$ cat src/rtl/bp_cce_lce_req_sink.sv
// bp_cce_lce_req_sink: CCE-side terminus of the BedRock burst LCE request link.
// Holds one header plus its assembled block and hands it to the directory logic.
module bp_cce_lce_req_sink
    #(parameter int paddr_width_p  = 40
     ,parameter int lce_id_width_p = 4
     ,parameter int cce_id_width_p = 4
     ,parameter int lce_assoc_p    = 8
     ,parameter int block_width_p  = 512
     ,parameter int fill_width_p   = 64
     ,localparam int beats_lp      = block_width_p / fill_width_p
     ,localparam int cnt_width_lp  = (beats_lp > 1) ? $clog2(beats_lp) : 1
     ,localparam int way_width_lp  = (lce_assoc_p > 1) ? $clog2(lce_assoc_p) : 1
     ,localparam int lce_req_header_width_lp =
         4 + 4 + paddr_width_p + 3 + lce_id_width_p + cce_id_width_p + way_width_lp
    )
    (input  logic                               clk_i
    ,input  logic                               reset_n_i

    ,input  logic [lce_req_header_width_lp-1:0] lce_req_header_i
    ,input  logic                               lce_req_header_v_i
    ,output logic                               lce_req_header_ready_and_o
    ,input  logic                               lce_req_has_data_i

    ,input  logic [fill_width_p-1:0]            lce_req_data_i
    ,input  logic                               lce_req_data_v_i
    ,output logic                               lce_req_data_ready_and_o
    ,input  logic                               lce_req_last_i

    ,output logic [lce_req_header_width_lp-1:0] req_header_o
    ,output logic [block_width_p-1:0]           req_data_o
    ,output logic                               req_v_o
    ,input  logic                               req_yumi_i

    ,output logic                               protocol_error_o
    );

    typedef enum logic [1:0] {
        e_reset,
        e_ready,
        e_data,
        e_send
    } state_e;

    localparam logic [cnt_width_lp-1:0] last_cnt_lp = cnt_width_lp'(beats_lp - 1);

    state_e                               state_r;
    state_e                               state_n;
    logic [lce_req_header_width_lp-1:0]   header_r;
    logic [block_width_p-1:0]             data_r;
    logic [block_width_p-1:0]             data_n;
    logic [cnt_width_lp-1:0]              cnt_r;
    logic                                 error_r;

    logic header_ready;
    logic data_ready;
    logic send_v;
    logic header_hs;
    logic data_hs;
    logic last_slot;
    logic overflow;

    // Ready/valid are pure state decodes so no input reaches an output.
    always_comb begin
        state_n      = state_r;
        header_ready = 1'b0;
        data_ready   = 1'b0;
        send_v       = 1'b0;
        unique case (state_r)
            e_reset: begin
                state_n = e_ready;
            end
            e_ready: begin
                header_ready = 1'b1;
                if (lce_req_header_v_i) begin
                    state_n = lce_req_has_data_i ? e_data : e_send;
                end
            end
            e_data: begin
                data_ready = 1'b1;
                if (lce_req_data_v_i && lce_req_last_i) begin
                    state_n = e_send;
                end
            end
            e_send: begin
                send_v = 1'b1;
                if (req_yumi_i) begin
                    state_n = e_ready;
                end
            end
            default: begin
                state_n = e_reset;
            end
        endcase
    end

    assign header_hs = header_ready & lce_req_header_v_i;
    assign data_hs   = data_ready & lce_req_data_v_i;
    assign last_slot = (cnt_r == last_cnt_lp);
    assign overflow  = data_hs & last_slot & ~lce_req_last_i;

    always_comb begin
        data_n = data_r;
        if (header_hs) begin
            data_n = '0;
        end
        for (int i = 0; i < beats_lp; i++) begin
            if (data_hs && (cnt_r == cnt_width_lp'(i))) begin
                data_n[i*fill_width_p +: fill_width_p] = lce_req_data_i;
            end
        end
    end

    always_ff @(posedge clk_i) begin
        if (!reset_n_i) begin
            state_r <= e_reset;
        end else begin
            state_r <= state_n;
        end
    end

    // Counter saturates on the final slot; extra beats overwrite it.
    always_ff @(posedge clk_i) begin
        if (!reset_n_i) begin
            header_r <= '0;
            data_r   <= '0;
            cnt_r    <= '0;
            error_r  <= 1'b0;
        end else begin
            data_r <= data_n;
            if (header_hs) begin
                header_r <= lce_req_header_i;
                cnt_r    <= '0;
            end
            if (data_hs && !last_slot) begin
                cnt_r <= cnt_r + cnt_width_lp'(1);
            end
            if (overflow) begin
                error_r <= 1'b1;
            end
        end
    end

    assign lce_req_header_ready_and_o = header_ready;
    assign lce_req_data_ready_and_o   = data_ready;
    assign req_v_o                    = send_v;
    assign req_header_o               = header_r;
    assign req_data_o                 = data_r;
    assign protocol_error_o           = error_r;

endmodule

$ cat config.mk
export PLATFORM = sky130hd
export DESIGN_NAME = bp_cce_lce_req_sink
export DESIGN_NICKNAME = d
export VERILOG_FILES = /design/src/rtl/bp_cce_lce_req_sink.sv
export SDC_FILE = /design/constraint.sdc
export NUM_CORES = 1
export LEC_CHECK = 0
export ABC_AREA = 1
export BUFFER_PORTS_ARGS = -buffer_cell sky130_fd_sc_hd__buf_2
export CORE_AREA = 10 10 271 273
export DETAILED_ROUTE_END_ITERATION = 8
export DIE_AREA = 0 0 281 283
export GPL_ROUTABILITY_DRIVEN = 0
export PLACE_DENSITY = 0.6
export SYNTH_ARGS = -nofsm -noshare
export SYNTH_HDL_FRONTEND = slang
export SYNTH_SLANG_ARGS = --single-unit
$ cat constraint.sdc
create_clock -name clk_i -period 2.3 [get_ports clk_i]
set_clock_uncertainty 0.15 [all_clocks]
set_input_delay 0.23 -clock clk_i [delete_from_list [all_inputs] [get_ports clk_i]]
set_output_delay 0.23 -clock clk_i [all_outputs]
set_load 0.03 [all_outputs]
### Word level (Yosys, flattened, before mapping)

Index checks and enable logic that the tools add are counted.

| storage, ports and cells | value |
|---|---|
| flip-flop bits (word level) | 580 |
| input port bits | 133 |
| output and inout port bits | 578 |
| logic and storage cells | 73 |

| cells by class | value |
|---|---|
| add/subtract/negate cells | 1 |
| eq/ne operators | 13 |
| mux-type cells | 19 |
| bitwise gates (word level) | 5 |
| reductions and logical operators | 23 |

Operator list:

| kind | number |
|---|---|
| $mux W512 | 1 |
| $mux W64 | 8 |
| $reduce_bool A2 Y1 | 9 |
| $eq A3 B3 Y1 const B | 4 |
| $logic_and A1 B1 Y1 | 10 |
| $pmux W2 S4 | 1 |
| $eq A3 B2 Y1 const B | 2 |
| $mux W2 | 3 |
| $mux W3 | 2 |
| $ne A2 B2 Y1 const B | 3 |
| $and A1 B1 Y1 | 4 |
| $eq A2 B2 Y1 const B | 2 |
| $mux W1 | 4 |
| $add A3 B1 Y3 const B | 1 |
| $eq A3 B1 Y1 const B | 1 |
| $logic_not A3 Y1 | 1 |
| $reduce_and A3 Y1 | 1 |
| $eq A2 B1 Y1 const B | 1 |
| $logic_not A2 Y1 | 1 |
| $logic_not A1 Y1 | 1 |
| $not A1 Y1 | 1 |

### Longest topological paths before layout

| depth | value |
|---|---|
| depth in word-level cells | 5 |
| depth in mapped cells | 9 |
| depth with buffers taken out | 7 |

### Worst setup path after synthesis

No wires, ideal clock.

| timing path | value |
|---|---|
| path type | flip-flop to flip-flop |
| start | register state_r[0] |
| end | register data_r[64] (netlist: req_data_o[64]) |
| library setup time | 0.070 ns |
| arrival | 1.584 ns |
| required time | 2.080 ns |
| slack | 0.495 ns |
| cell stages (with the launch flop) | 9 |
| buffers on the path | 2 |
| clock period less this slack | 1.805 ns |
| path through | dfxtp_1 -> inv_1 -> ha_1 -> nand2_8 -> inv_6 -> buf_6 -> buf_6 -> nand3_1 -> a21oi_1 |

| on the way | value |
|---|---|
| word-level cells in the longest chain between the ends | 5 |
| elaborated cells on any way between the ends | 9 |
| classes of those cells | 2 x eq/ne; 3 x mux; 2 x bitwise; 2 x reduce/logical |

RTL lines:

| what | RTL line | text |
|---|---|---|
| start: declaration | 46 | `state_e state_r;` |
| start signal: assignment | 115 | `state_r <= e_reset;` |
| start signal: assignment | 117 | `state_r <= state_n;` |
| $eq A2 B2 Y1 (*) | 68 | `unique case (state_r)` |
| $mux W1 (*) | 68 |  |
| net lce_req_data_ready_and_o | 26 | `,output logic lce_req_data_ready_and_o` |
| $and A1 B1 Y1 (*) | 97 | `assign data_hs = data_ready & lce_req_data_v_i;` |
| $logic_and A1 B1 Y1 (*) | 107 | `if (data_hs && (cnt_r == cnt_width_lp'(i))) begin` |
| $mux W64 or $reduce_bool A2 Y1 (tied branches) | - |  |
| end signal: assignment | 129 | `data_r <= data_n;` |
| end: declaration | 49 | `logic [block_width_p-1:0] data_r;` |

Mark *: on every way through the listed nets, which the timed path passes. The rest lies on a longest branch.
A chain may end at the register's enable or synchronous reset.

### Final worst setup path

| timing path | value |
|---|---|
| start | register state_r[0] |
| end | output port lce_req_data_ready_and_o |

| on the way | value |
|---|---|
| word-level cells in the longest chain between the ends | 2 |

RTL lines:

| what | RTL line |
|---|---|
| $eq A2 B2 Y1 | 68 |
| $mux W1 | 68 |
| end: declaration | 26 |

Every way passes these cells.

==> results.yml <==
floorplan:
  die_h_um: 283
  core_sq_mm: 0.06811
  rows: 96
  initial_utilization_pct: 32.41
  die_area_sq_mm: 0.07952
  ioPinCount: 711
  fp.dieW_um: 281
sta:
  finalHoldViolations: 0
  postLayoutSetupSlackWorst_ns: 0.1524
  min_period_ns: 2.148
  finalSetupTns_ns: 0
  slew_headroom_pct: 55.06
  hold_slack_ns: 0.1893
  min_period_over_period_pct: 93.37
  rsz0062_at_grt: "false"
  worst_slew_pin_slew_ns: 0.6741
  finalMaxSlewViolations: 0
  fmax_mhz: 465.6
  finalSetupViolations: 0
setup_path:
  critical_path_class: "flip-flop to primary output"
  path_cells: "inv_1 -> ha_1 -> buf_4 -> buf_2"
  start_kind: "flip-flop"
  rrSetupSlack_ns: 0.26
  reg2reg_from: "state_r[0]"
  arrival_ns: 1.77
  cp.depth: 4
  endpoint: "lce_req_data_ready_and_o"
  worstRegToRegCells: 8
  r2r-end: "req_data_o[96]"
  cp-startpoint: "state_r[0]"
  cp.required_ns: 1.92
  crit_family: "buffers and inverters"
  crit_buf_inv: 3
  endpoint_kind: "primary output"
  crit_fanout: 3
  slowest_delay_ns: 0.33
  crit_slowest_cell: "dfxtp_1"
route:
  route.detailed.wl_per_inst_um: 22.23
  viasPerCell: 5.331
  remaining_drc_errors: 0
  antenna_left: 0
  drt-total-wl_um: 95800
  dr.pass1.iters: 5
  drtIter0Drc: 2129
  vias: 22980
pwr:
  ir_drop_mv: 0.8116
  p_sw_share_pct: 30.18
  powerDensity_mw_per_mm2: 877.1
  p_seq_share_pct: 40.8
  p_int_mw: 18.19
  clockPowerShare_pct: 40.9
  pwr-share-comb_pct: 18.3
  p_switching_mw: 7.866
  p_leak_nw: 12.21
placement:
  pre_cts_ws_ns: 0.2710
  dpl.hpwl_um: 63950
  io_buffer_count: 710
  post_dp_cell_area_sq_mm: 0.02623
clocking:
  clk_pin_slew_ns: 0.06
  cts_buffers: 61
  cts.sinks: 580
  h-tree-depth: 2
  ctsLongestPathBuffers: 3
  cts_root_buf: "clkbuf_16"
  postCtsSetupBuffers: 0
  insertion_delay_ns: 0.61
  cts_tree: "done"
logic_synthesis:
  synth_nets: 2864
  yosysWarnings: 0
  ys_ff_latch: 580
  synth_top_family_by_area: "simple AND/OR/NAND/NOR gates"
  muxShareOfSynthArea_pct: 0
  synthAdderAreaFrac_pct: 0.5669
  synth_compound_area_share_pct: 13.13
  synthArstFlopShare_pct: 0
  synth_edf_count: 0
  synthCells: 2721
  synth_area_sq_mm: 0.02207
  syn-mean-instance-area_sq_um: 8.111
  synth-simple-area-share_pct: 25.36
  ys_seq_area_share_pct: 52.61
  synth_cell_type_count: 21
  synthXorXnorAreaFrac_pct: 0
  ys.flop_type: "dfxtp_1"
layout:
  n_antenna_cell: 0
  area_growth_pct: 34.63
  drive_gt1_share_pct: 26.81
  fillers: 6745
  nets: 3520
  fin_util_pct: 43.63
  design_area_sq_mm: 0.02971
grt:
  grt_overflow_total: 0
  grt_use_total_pct: 22.63
  grt_max_degree: 72
  antenna_found_initial: 0
  grt_pass1_vias: 21860
  grt_pass1_wl_um: 141900
min_path:
  hold_class: "input pin to flip-flop"
outcome:
  status: "finished clean"
job:
  max_cap_violations: 0
through the flow:
stage	cells	power [mW]
floorplan	2721	13.82
global placement	4065	15.39
detailed placement	4065	15.40
CTS	4310	26.20
global route	4310	26.97
finish	4310	26.06
repair_timing:
action	in CTS	in global routing
hold buffers	131	0
gates resized for setup	0	0
endpoints found under the hold margin	577	0
state kept, by name, indices dropped and copies added, names as in the netlist:
name              flops
cnt_r                 3
protocol_error_o      1
req_data_o          512
req_header_o         62
state_r               2
how the worst min path moves through the flow:
stage | start | end | depth (start not counted) | slack, ns
floorplan | lce_req_header_i[4] | req_header_o[4] | 2 | 0.24
global placement | protocol_error_o | protocol_error_o | 2 | 0.30
detailed placement | protocol_error_o | protocol_error_o | 2 | 0.31
CTS | lce_req_data_v_i | req_data_o[265] | 6 | 0.15
global route | lce_req_data_v_i | req_data_o[265] | 6 | 0.19
finish | lce_req_data_v_i | req_data_o[321] | 6 | 0.19
cells in the final DEF (no fill, tap or decap):
cell / count
buf_2: 709
nand3_1: 707
dfxtp_1: 580
a21oi_1: 515
nand2_1: 272
nor2_1: 132
dlygate4sd3_1: 131
nand4_1: 65
o21ai_0: 64
clkbuf_16: 63
buf_4: 51
buf_12: 39
inv_1: 18
clkbuf_8: 17
clkbuf_1: 16
ha_1: 8
bufinv_16: 8
nor2_4: 7
clkinv_2: 6
nand2_4: 5
inv_6: 3
nand2_2: 3
ha_4: 2
clkinv_4: 2
inv_2: 1
nand2_8: 1
inv_8: 1
nand3_4: 1
nand3b_1: 1
worst reg2reg max path, cell delays in order, from the launching register on:
cell and delay (ns):
dfxtp_1 0.33, inv_1 0.14, ha_1 0.29, nand2_8 0.11, inv_6 0.16, buf_12 0.26, buf_12 0.22, nand3_1 0.12
a21oi_1 0.19
power groups by stage:
stage	registers (mW)	clock network (mW)	logic, mW
2_1_floorplan	11.5	0	2.28
3_3_place_gp	10.8	0	4.56
3_5_place_dp	10.8	0	4.56
4_1_cts	10.6	10.8	4.74
5_1_grt	10.7	11.2	5.10
6_report	10.6	10.7	4.78
cell families (layout without fill, tap and decap cells):
logic type | Yosys count | in the layout
and+or+nand+nor | 1194 | 1194
DFF | 580 | 580
AOI/OAI and AO/OA | 579 | 579
buffers and inverters | 358 | 1065
adders and majority gates | 10 | 10
synthesized netlist by cell type, types with 19 or more instances:
library cell	number	area, sq um
nand3_1	708	3543
buf_4	21	157.7
nor2_1	135	506.7
dfxtp_1	580	11610
nand4_1	65	406.6
nand2_1	273	1025
inv_1	19	71.32
clkbuf_1	79	296.5
clkbuf_2	60	300.3
buf_6	20	225.2
buf_2	149	745.7
o21ai_0	64	320.3
a21oi_1	515	2577
per-layer routing:
layer  GRT usage (%)  wire length [um]  vias to the layer above
li1                -                 -                    10680
met1           27.67             37650                    10960
met2           37.38             45620                     1146
met3           5.442              8553                      194
met4           9.679              3969                        0
met5               0                 0                        -
final cells by class:
type	instances	area [sq um]	area share (%)
clock buffer	96	1871	6.295
clock inverter	18	305.3	1.027
inverter	21	91.34	0.3074
multi-input combinational	1783	8708	29.31
sequential	580	11610	39.08
tap	882	1104	3.714
timing repair buffer	930	6023	20.27
Note: power is estimated with default switching activity, not from simulation.
